`src/rtl/tap_dr_chain.sv`:
```
// tap_dr_chain: JTAG IR plus BYPASS/IDCODE/USER data registers, driven by the TAP state code.
// Define TAP_DR_IDCODE_EN to build the IDCODE register; otherwise instruction 4'h1 decodes as BYPASS.
module tap_dr_chain #(
    parameter logic [31:0]       IDCODE_VAL = 32'h1000_0001,
    parameter int unsigned       USER_W     = 8,
    parameter logic [USER_W-1:0] USER_RST   = '0
) (
    input  logic              GCLK_Pad,
    input  logic              RST_Pad,
    input  logic [3:0]        tap_state,
    input  logic              TDI_Pad,
    output logic              TDO_Pad,
    output logic              tdo_oe,
    output logic [3:0]        ir_q,
    output logic [USER_W-1:0] user_q
);

    typedef enum logic [3:0] {
        ST_EX2DR   = 4'h0, ST_EX1DR = 4'h1, ST_SHDR  = 4'h2, ST_PAUSEDR = 4'h3,
        ST_SELIR   = 4'h4, ST_UPDDR = 4'h5, ST_CAPDR = 4'h6, ST_SELDR   = 4'h7,
        ST_EX2IR   = 4'h8, ST_EX1IR = 4'h9, ST_SHIR  = 4'hA, ST_PAUSEIR = 4'hB,
        ST_RTI     = 4'hC, ST_UPDIR = 4'hD, ST_CAPIR = 4'hE, ST_TLR     = 4'hF
    } tap_state_e;

    typedef enum logic [3:0] {
        INS_IDCODE = 4'h1,
        INS_USER   = 4'h2,
        INS_BYPASS = 4'hF
    } ins_e;

`ifdef TAP_DR_IDCODE_EN
    localparam logic [3:0] IR_RST = INS_IDCODE;
`else
    localparam logic [3:0] IR_RST = INS_BYPASS;
`endif

    tap_state_e        st;
    logic [3:0]        ir_sr;
    logic              bypass_q;
    logic [USER_W-1:0] user_sr;
    logic              sel_user;
    logic              sel_idcode;
    logic              idcode_tdo;

    assign st       = tap_state_e'(tap_state);
    assign sel_user = (ir_q == INS_USER);

`ifdef TAP_DR_IDCODE_EN
    logic [31:0] idcode_sr;

    assign sel_idcode = (ir_q == INS_IDCODE);
    assign idcode_tdo = idcode_sr[0];

    always_ff @(posedge GCLK_Pad or posedge RST_Pad) begin
        if (RST_Pad) begin
            idcode_sr <= IDCODE_VAL;
        end else if (sel_idcode) begin
            if (st == ST_CAPDR)
                idcode_sr <= IDCODE_VAL;
            else if (st == ST_SHDR)
                idcode_sr <= {TDI_Pad, idcode_sr[31:1]};
        end
    end
`else
    logic unused_idcode_val;

    assign sel_idcode        = 1'b0;
    assign idcode_tdo        = 1'b0;
    assign unused_idcode_val = ^IDCODE_VAL;
`endif

    always_ff @(posedge GCLK_Pad or posedge RST_Pad) begin
        if (RST_Pad) begin
            ir_q     <= IR_RST;
            ir_sr    <= 4'b0101;
            bypass_q <= 1'b0;
            user_sr  <= '0;
            user_q   <= USER_RST;
        end else begin
            case (st)
                ST_TLR:   ir_q  <= IR_RST;
                ST_CAPIR: ir_sr <= 4'b0101;
                ST_SHIR:  ir_sr <= {TDI_Pad, ir_sr[3:1]};
                ST_UPDIR: ir_q  <= ir_sr;
                ST_CAPDR: begin
                    if (sel_user)
                        user_sr <= user_q;
                    else if (!sel_idcode)
                        bypass_q <= 1'b0;
                end
                ST_SHDR: begin
                    if (sel_user)
                        user_sr <= {TDI_Pad, user_sr[USER_W-1:1]};
                    else if (!sel_idcode)
                        bypass_q <= TDI_Pad;
                end
                ST_UPDDR: begin
                    if (sel_user)
                        user_q <= user_sr;
                end
                default: ;
            endcase
        end
    end

    // Outputs are forced quiet while reset is held, even if tap_state still reads Shift.
    always_comb begin
        TDO_Pad = 1'b0;
        tdo_oe  = 1'b0;
        if (!RST_Pad) begin
            case (st)
                ST_SHIR: begin
                    TDO_Pad = ir_sr[0];
                    tdo_oe  = 1'b1;
                end
                ST_SHDR: begin
                    tdo_oe = 1'b1;
                    if (sel_user)
                        TDO_Pad = user_sr[0];
                    else if (sel_idcode)
                        TDO_Pad = idcode_tdo;
                    else
                        TDO_Pad = bypass_q;
                end
                default: ;
            endcase
        end
    end

endmodule

```
`config.mk`:
```
export PLATFORM = sky130hd
export DESIGN_NAME = tap_dr_chain
export DESIGN_NICKNAME = d
export VERILOG_FILES = /design/src/rtl/tap_dr_chain.sv
export SDC_FILE = /design/constraint.sdc
export NUM_CORES = 1
export LEC_CHECK = 0
export ABC_AREA = 1
export CORE_UTILIZATION = 49
export DETAILED_ROUTE_END_ITERATION = 8
export PLACE_DENSITY = 0.75
export SYNTH_ARGS = -nofsm -noshare
export SYNTH_HDL_FRONTEND = slang
export SYNTH_SLANG_ARGS = --single-unit
export TNS_END_PERCENT = 10
```
`constraint.sdc`:
```
create_clock -name GCLK_Pad -period 1.8 [get_ports GCLK_Pad]
set_clock_uncertainty 0.1 [all_clocks]
set_input_delay 0.36 -clock GCLK_Pad [delete_from_list [all_inputs] [get_ports GCLK_Pad]]
set_output_delay 0.36 -clock GCLK_Pad [all_outputs]
set_load 0.005 [all_outputs]
```
==> impl_metrics.xml <==
<?xml version="1.0" encoding="UTF-8"?>
<metrics>
  <group name="outcome">
    <metric name="status" unit="">finished with violations</metric>
    <metric name="failed_checks" unit="">negative setup slack</metric>
  </group>
  <group name="global_route">
    <metric name="first_pass_grt_wire_length" unit="mm">4.402</metric>
    <metric name="most_congested_layer_reported_by_global_routing" unit="">met2</metric>
    <metric name="global_route.usage.met3" unit="%">4.464</metric>
    <metric name="grt_use_met1" unit="%">26.15</metric>
    <metric name="antenna_violations_before_repair" unit="">0</metric>
    <metric name="grt_max_degree" unit="">26</metric>
    <metric name="grt.overflow.total" unit="">0</metric>
    <metric name="number_of_global_route_vias_before_repair" unit="">1051</metric>
    <metric name="grt_util_met2" unit="%">41.67</metric>
    <metric name="grt_use_total" unit="%">23.44</metric>
  </group>
  <group name="cts">
    <metric name="clock_latency" unit="ps">330</metric>
    <metric name="cts_hold_repair.buffers" unit="">0</metric>
    <metric name="clk_pin_slew_worst_paths" unit="ps">140</metric>
    <metric name="tritoncts" unit="">done</metric>
    <metric name="cts_max_level" unit="">1</metric>
    <metric name="numCtsBuffers" unit="">3</metric>
    <metric name="post_cts.repair.setup_buffers" unit="">0</metric>
    <metric name="clk_path_buf_depth" unit="">2</metric>
    <metric name="clock_sinks" unit="">25</metric>
    <metric name="cts.root.buffer_cell" unit="">sky130_fd_sc_hd__clkbuf_4</metric>
  </group>
  <group name="power_and_ir_drop">
    <metric name="sequentialPowerShare" unit="%">58.8</metric>
    <metric name="leakagePower" unit="nW">0.7959</metric>
    <metric name="ir_drop" unit="V">0.0005444</metric>
    <metric name="share_clk_of_total_power" unit="%">24.8</metric>
    <metric name="power_total" unit="W">0.001072</metric>
    <metric name="netSwitchingPower" unit="W">0.0002882</metric>
    <metric name="switching_share" unit="%">26.87</metric>
    <metric name="powerDensity" unit="nW/um2">671.2</metric>
    <metric name="comb_power_share" unit="%">16.4</metric>
    <metric name="power.internal" unit="W">0.0007843</metric>
  </group>
  <group name="final_layout">
    <metric name="layout.nets" unit="">185</metric>
    <metric name="drive_above_1_share" unit="%">29.38</metric>
    <metric name="antenna_cells_inserted" unit="">0</metric>
    <metric name="syn_to_final_growth" unit="%">35.85</metric>
  </group>
  <group name="timing">
    <metric name="final.hold.worst_slack" unit="ps">342.3</metric>
    <metric name="finalCritPeriodShare" unit="%">106.1</metric>
    <metric name="timing.slew.headroom" unit="%">79.45</metric>
    <metric name="tightestPinTransition" unit="ps">308.3</metric>
    <metric name="worst_slack" unit="ps">-110.1</metric>
    <metric name="final_report_max_slew_violation_count" unit="">0</metric>
    <metric name="setup_violating_endpoint_count_in_the_final_report" unit="">1</metric>
    <metric name="grt_setup_unrepaired" unit="">true</metric>
    <metric name="timing.final.crit_period" unit="ps">1910</metric>
    <metric name="max_clock_freq" unit="GHz">0.5235</metric>
    <metric name="hold_violations" unit="">0</metric>
  </group>
  <group name="logic_synthesis">
    <metric name="synth.distinct_cells" unit="">17</metric>
    <metric name="post_synth_instance_area" unit="um2">1176</metric>
    <metric name="asyncSetResetFlopFracSynth" unit="%">100.0</metric>
    <metric name="syn-mean-instance-area" unit="um2">8.712</metric>
    <metric name="most_used_flip_flop_cell_after_synthesis" unit="">sky130_fd_sc_hd__dfrtp_1</metric>
    <metric name="yosys_warnings" unit="">0</metric>
    <metric name="yosys-top-cells-area" unit="">sky130_fd_sc_hd__dfrtp_1 40%, sky130_fd_sc_hd__dfstp_2 13%, sky130_fd_sc_hd__nand2_1 13%, sky130_fd_sc_hd__inv_1 7.3%, sky130_fd_sc_hd__o21ai_2 6.0%</metric>
    <metric name="post_synth_inst_count" unit="">135</metric>
    <metric name="yosys.area.top_type" unit="">sky130_fd_sc_hd__dfrtp_1</metric>
    <metric name="synth_top_cell_area_share" unit="%">40.43</metric>
    <metric name="postSynthRegisterBits" unit="">25</metric>
    <metric name="synth.cells.most_frequent" unit="">41 x sky130_fd_sc_hd__nand2_1, 23 x sky130_fd_sc_hd__inv_1, 19 x sky130_fd_sc_hd__dfrtp_1</metric>
    <metric name="mappedNetlistNets" unit="">142</metric>
    <metric name="yosysSeqAreaShare" unit="%">53.83</metric>
    <metric name="yosysMostFrequentCell" unit="">sky130_fd_sc_hd__nand2_1</metric>
    <metric name="synth_edf_count" unit="">0</metric>
  </group>
  <group name="detailed_routing">
    <metric name="first_pass_iteration_count_of_the_detailed_router" unit="">4</metric>
    <metric name="first_iter_violations" unit="">14</metric>
    <metric name="drc" unit="">0</metric>
    <metric name="routed-via-count" unit="">1014</metric>
    <metric name="wl_per_cell" unit="um">12.33</metric>
    <metric name="wl" unit="mm">2.528</metric>
    <metric name="antenna_viol_nets_final" unit="">0</metric>
    <metric name="detail_route.vias_per_cell" unit="">4.946</metric>
  </group>
  <group name="place">
    <metric name="dpl_hpwl" unit="mm">1.902</metric>
    <metric name="final_replace_weighted_congestion" unit="">0.7995</metric>
    <metric name="buffer_ports.inserted" unit="">20</metric>
  </group>
  <group name="setup_path">
    <metric name="worstSetupStartpointType" unit="">register</metric>
    <metric name="worst-endpoint-arrival" unit="ps">1450</metric>
    <metric name="critical_path.top_delay_family" unit="">flip-flops</metric>
    <metric name="rrSetupSlack" unit="ps">230</metric>
    <metric name="timing.setup.critical_path_class" unit="">reg2out</metric>
    <metric name="worst_path_most_repeated_cell" unit="">sky130_fd_sc_hd__nand2_2</metric>
    <metric name="worst-endpoint-required" unit="ps">1340</metric>
    <metric name="critical_path.max_fanout" unit="">2</metric>
    <metric name="critical_path.max_stage_delay" unit="ps">560</metric>
    <metric name="crit_chain" unit="">inv_2, nor2_4, nand2_2, nand2_2, nand3_2, a21oi_2, buf_2</metric>
    <metric name="critical_path.n_buffers_inverters" unit="">2</metric>
    <metric name="worstSetupEndpointType" unit="">primary output</metric>
    <metric name="cpMaxStageDelayCell" unit="">sky130_fd_sc_hd__dfstp_2</metric>
  </group>
  <group name="job">
    <metric name="cap_viol_max_count" unit="">0</metric>
  </group>
  <group name="die">
    <metric name="number_of_placed_i_o_pins" unit="">21</metric>
    <metric name="initial_utilization" unit="%">52.66</metric>
    <metric name="placement_rows" unit="">17</metric>
    <metric name="die_width" unit="um">50.99</metric>
    <metric name="fp.coreArea" unit="um2">2233</metric>
    <metric name="die_area" unit="um2">2600</metric>
    <metric name="floorplan.die.height" unit="um">50.99</metric>
  </group>
  <group name="min_path">
    <metric name="holdCritPathClass" unit="">in2async</metric>
  </group>
</metrics>
## cell type report
class	instances	area [um2]
fill	189	635.6
sequential	25	633.1
tap	28	35.03
clock buffer	3	22.52
multi-input combinational	84	461.7
timing repair buffer	39	344.1
inverter	25	93.84
clock inverter	1	7.507
## power groups by stage
stage,clock (W),sequential (W),combinational [W]
after floorplan,0,0.000639,0.0000713
after detailed placement,0,0.000639,0.000181
final,0.000266,0.000631,0.000176
after global placement,0,0.000637,0.000177
after global routing,0.000288,0.000634,0.000197
after CTS,0.000271,0.000630,0.000172
## worst paths after layout
check                                            start                      to  depth (start not counted)
worst max register to register     ir_q[1]$_DFFE_PP1P_   user_q[3]$_DFFE_PP0P_                          9
worst max-delay path               ir_q[1]$_DFFE_PP1P_                 TDO_Pad                          7
worst min-delay path                           RST_Pad  user_sr[2]$_DFFE_PP0P_                          3
min in group GCLK_Pad           user_sr[5]$_DFFE_PP0P_  user_sr[5]$_DFFE_PP0P_                          2
worst min register to register  user_sr[5]$_DFFE_PP0P_  user_sr[5]$_DFFE_PP0P_                          2
max in group asynchronous                      RST_Pad     ir_q[2]$_DFFE_PP1P_                          3
## placed cells by master, fill, tap and decap left out
cell	n
sky130_fd_sc_hd__a22oi_1	6
sky130_fd_sc_hd__nand3_2	1
sky130_fd_sc_hd__nor2_4	3
sky130_fd_sc_hd__dlygate4sd2_1	6
sky130_fd_sc_hd__inv_1	22
sky130_fd_sc_hd__nand3_1	2
sky130_fd_sc_hd__nor2_2	2
sky130_fd_sc_hd__clkdlybuf4s50_1	12
sky130_fd_sc_hd__a21oi_2	1
sky130_fd_sc_hd__buf_2	1
sky130_fd_sc_hd__buf_12	1
sky130_fd_sc_hd__clkinvlp_4	1
sky130_fd_sc_hd__nand2_2	3
sky130_fd_sc_hd__clkdlybuf4s15_2	1
sky130_fd_sc_hd__clkbuf_4	3
sky130_fd_sc_hd__nor3_1	2
sky130_fd_sc_hd__dfrtp_1	19
sky130_fd_sc_hd__nand2_1	39
sky130_fd_sc_hd__o21ai_0	5
sky130_fd_sc_hd__dfstp_2	6
sky130_fd_sc_hd__inv_2	3
sky130_fd_sc_hd__o21ai_2	8
sky130_fd_sc_hd__buf_4	18
sky130_fd_sc_hd__o211ai_1	7
sky130_fd_sc_hd__nor2_1	5
## flip-flops by register name, indices dropped and copies added, names as in the netlist
signal,cells
user_q,8
bypass_q,1
ir_q,4
user_sr,8
ir_sr,4
## routing by layer
metal / vias to the layer above / wire (um)
met2: 29 / 1278
met3: 6 / 89
li1: 517 / -
met1: 462 / 1094
met5: - / 0
met4: 0 / 65
## through the flow
step	utilization (%)	std cells	worst slack (ps)	setup TNS, ps	area (um2)
2_1_floorplan	-	135	285.8	0	1176
3_3_place_gp	69.64	201	-565.0	-1688	1555
3_5_place_dp	69.64	201	-643.0	-2468	1555
4_1_cts	70.70	205	-201.2	-201.2	1579
5_1_grt	71.54	205	-193.4	-193.4	1598
6_report	71.54	205	-110.1	-110.1	1598
## repair_timing
item / CTS / global route
setup endpoints to repair: 6 / 1
pin swaps: 2 / 2
resized for setup: 16 / 5
## worst min-delay path: stages
cell                              delay, ps
sky130_fd_sc_hd__clkdlybuf4s50_1        460
sky130_fd_sc_hd__inv_1                   70
sky130_fd_sc_hd__buf_4                  300
## logic make-up after synthesis
logic type      after synthesis  share of synthesized area, %
buf+inv                      26                         8.936
simple gates                 57                         20.43
compound gates               27                         16.81
flops                        25                         53.83
Power figures use the tool's default switching activity.
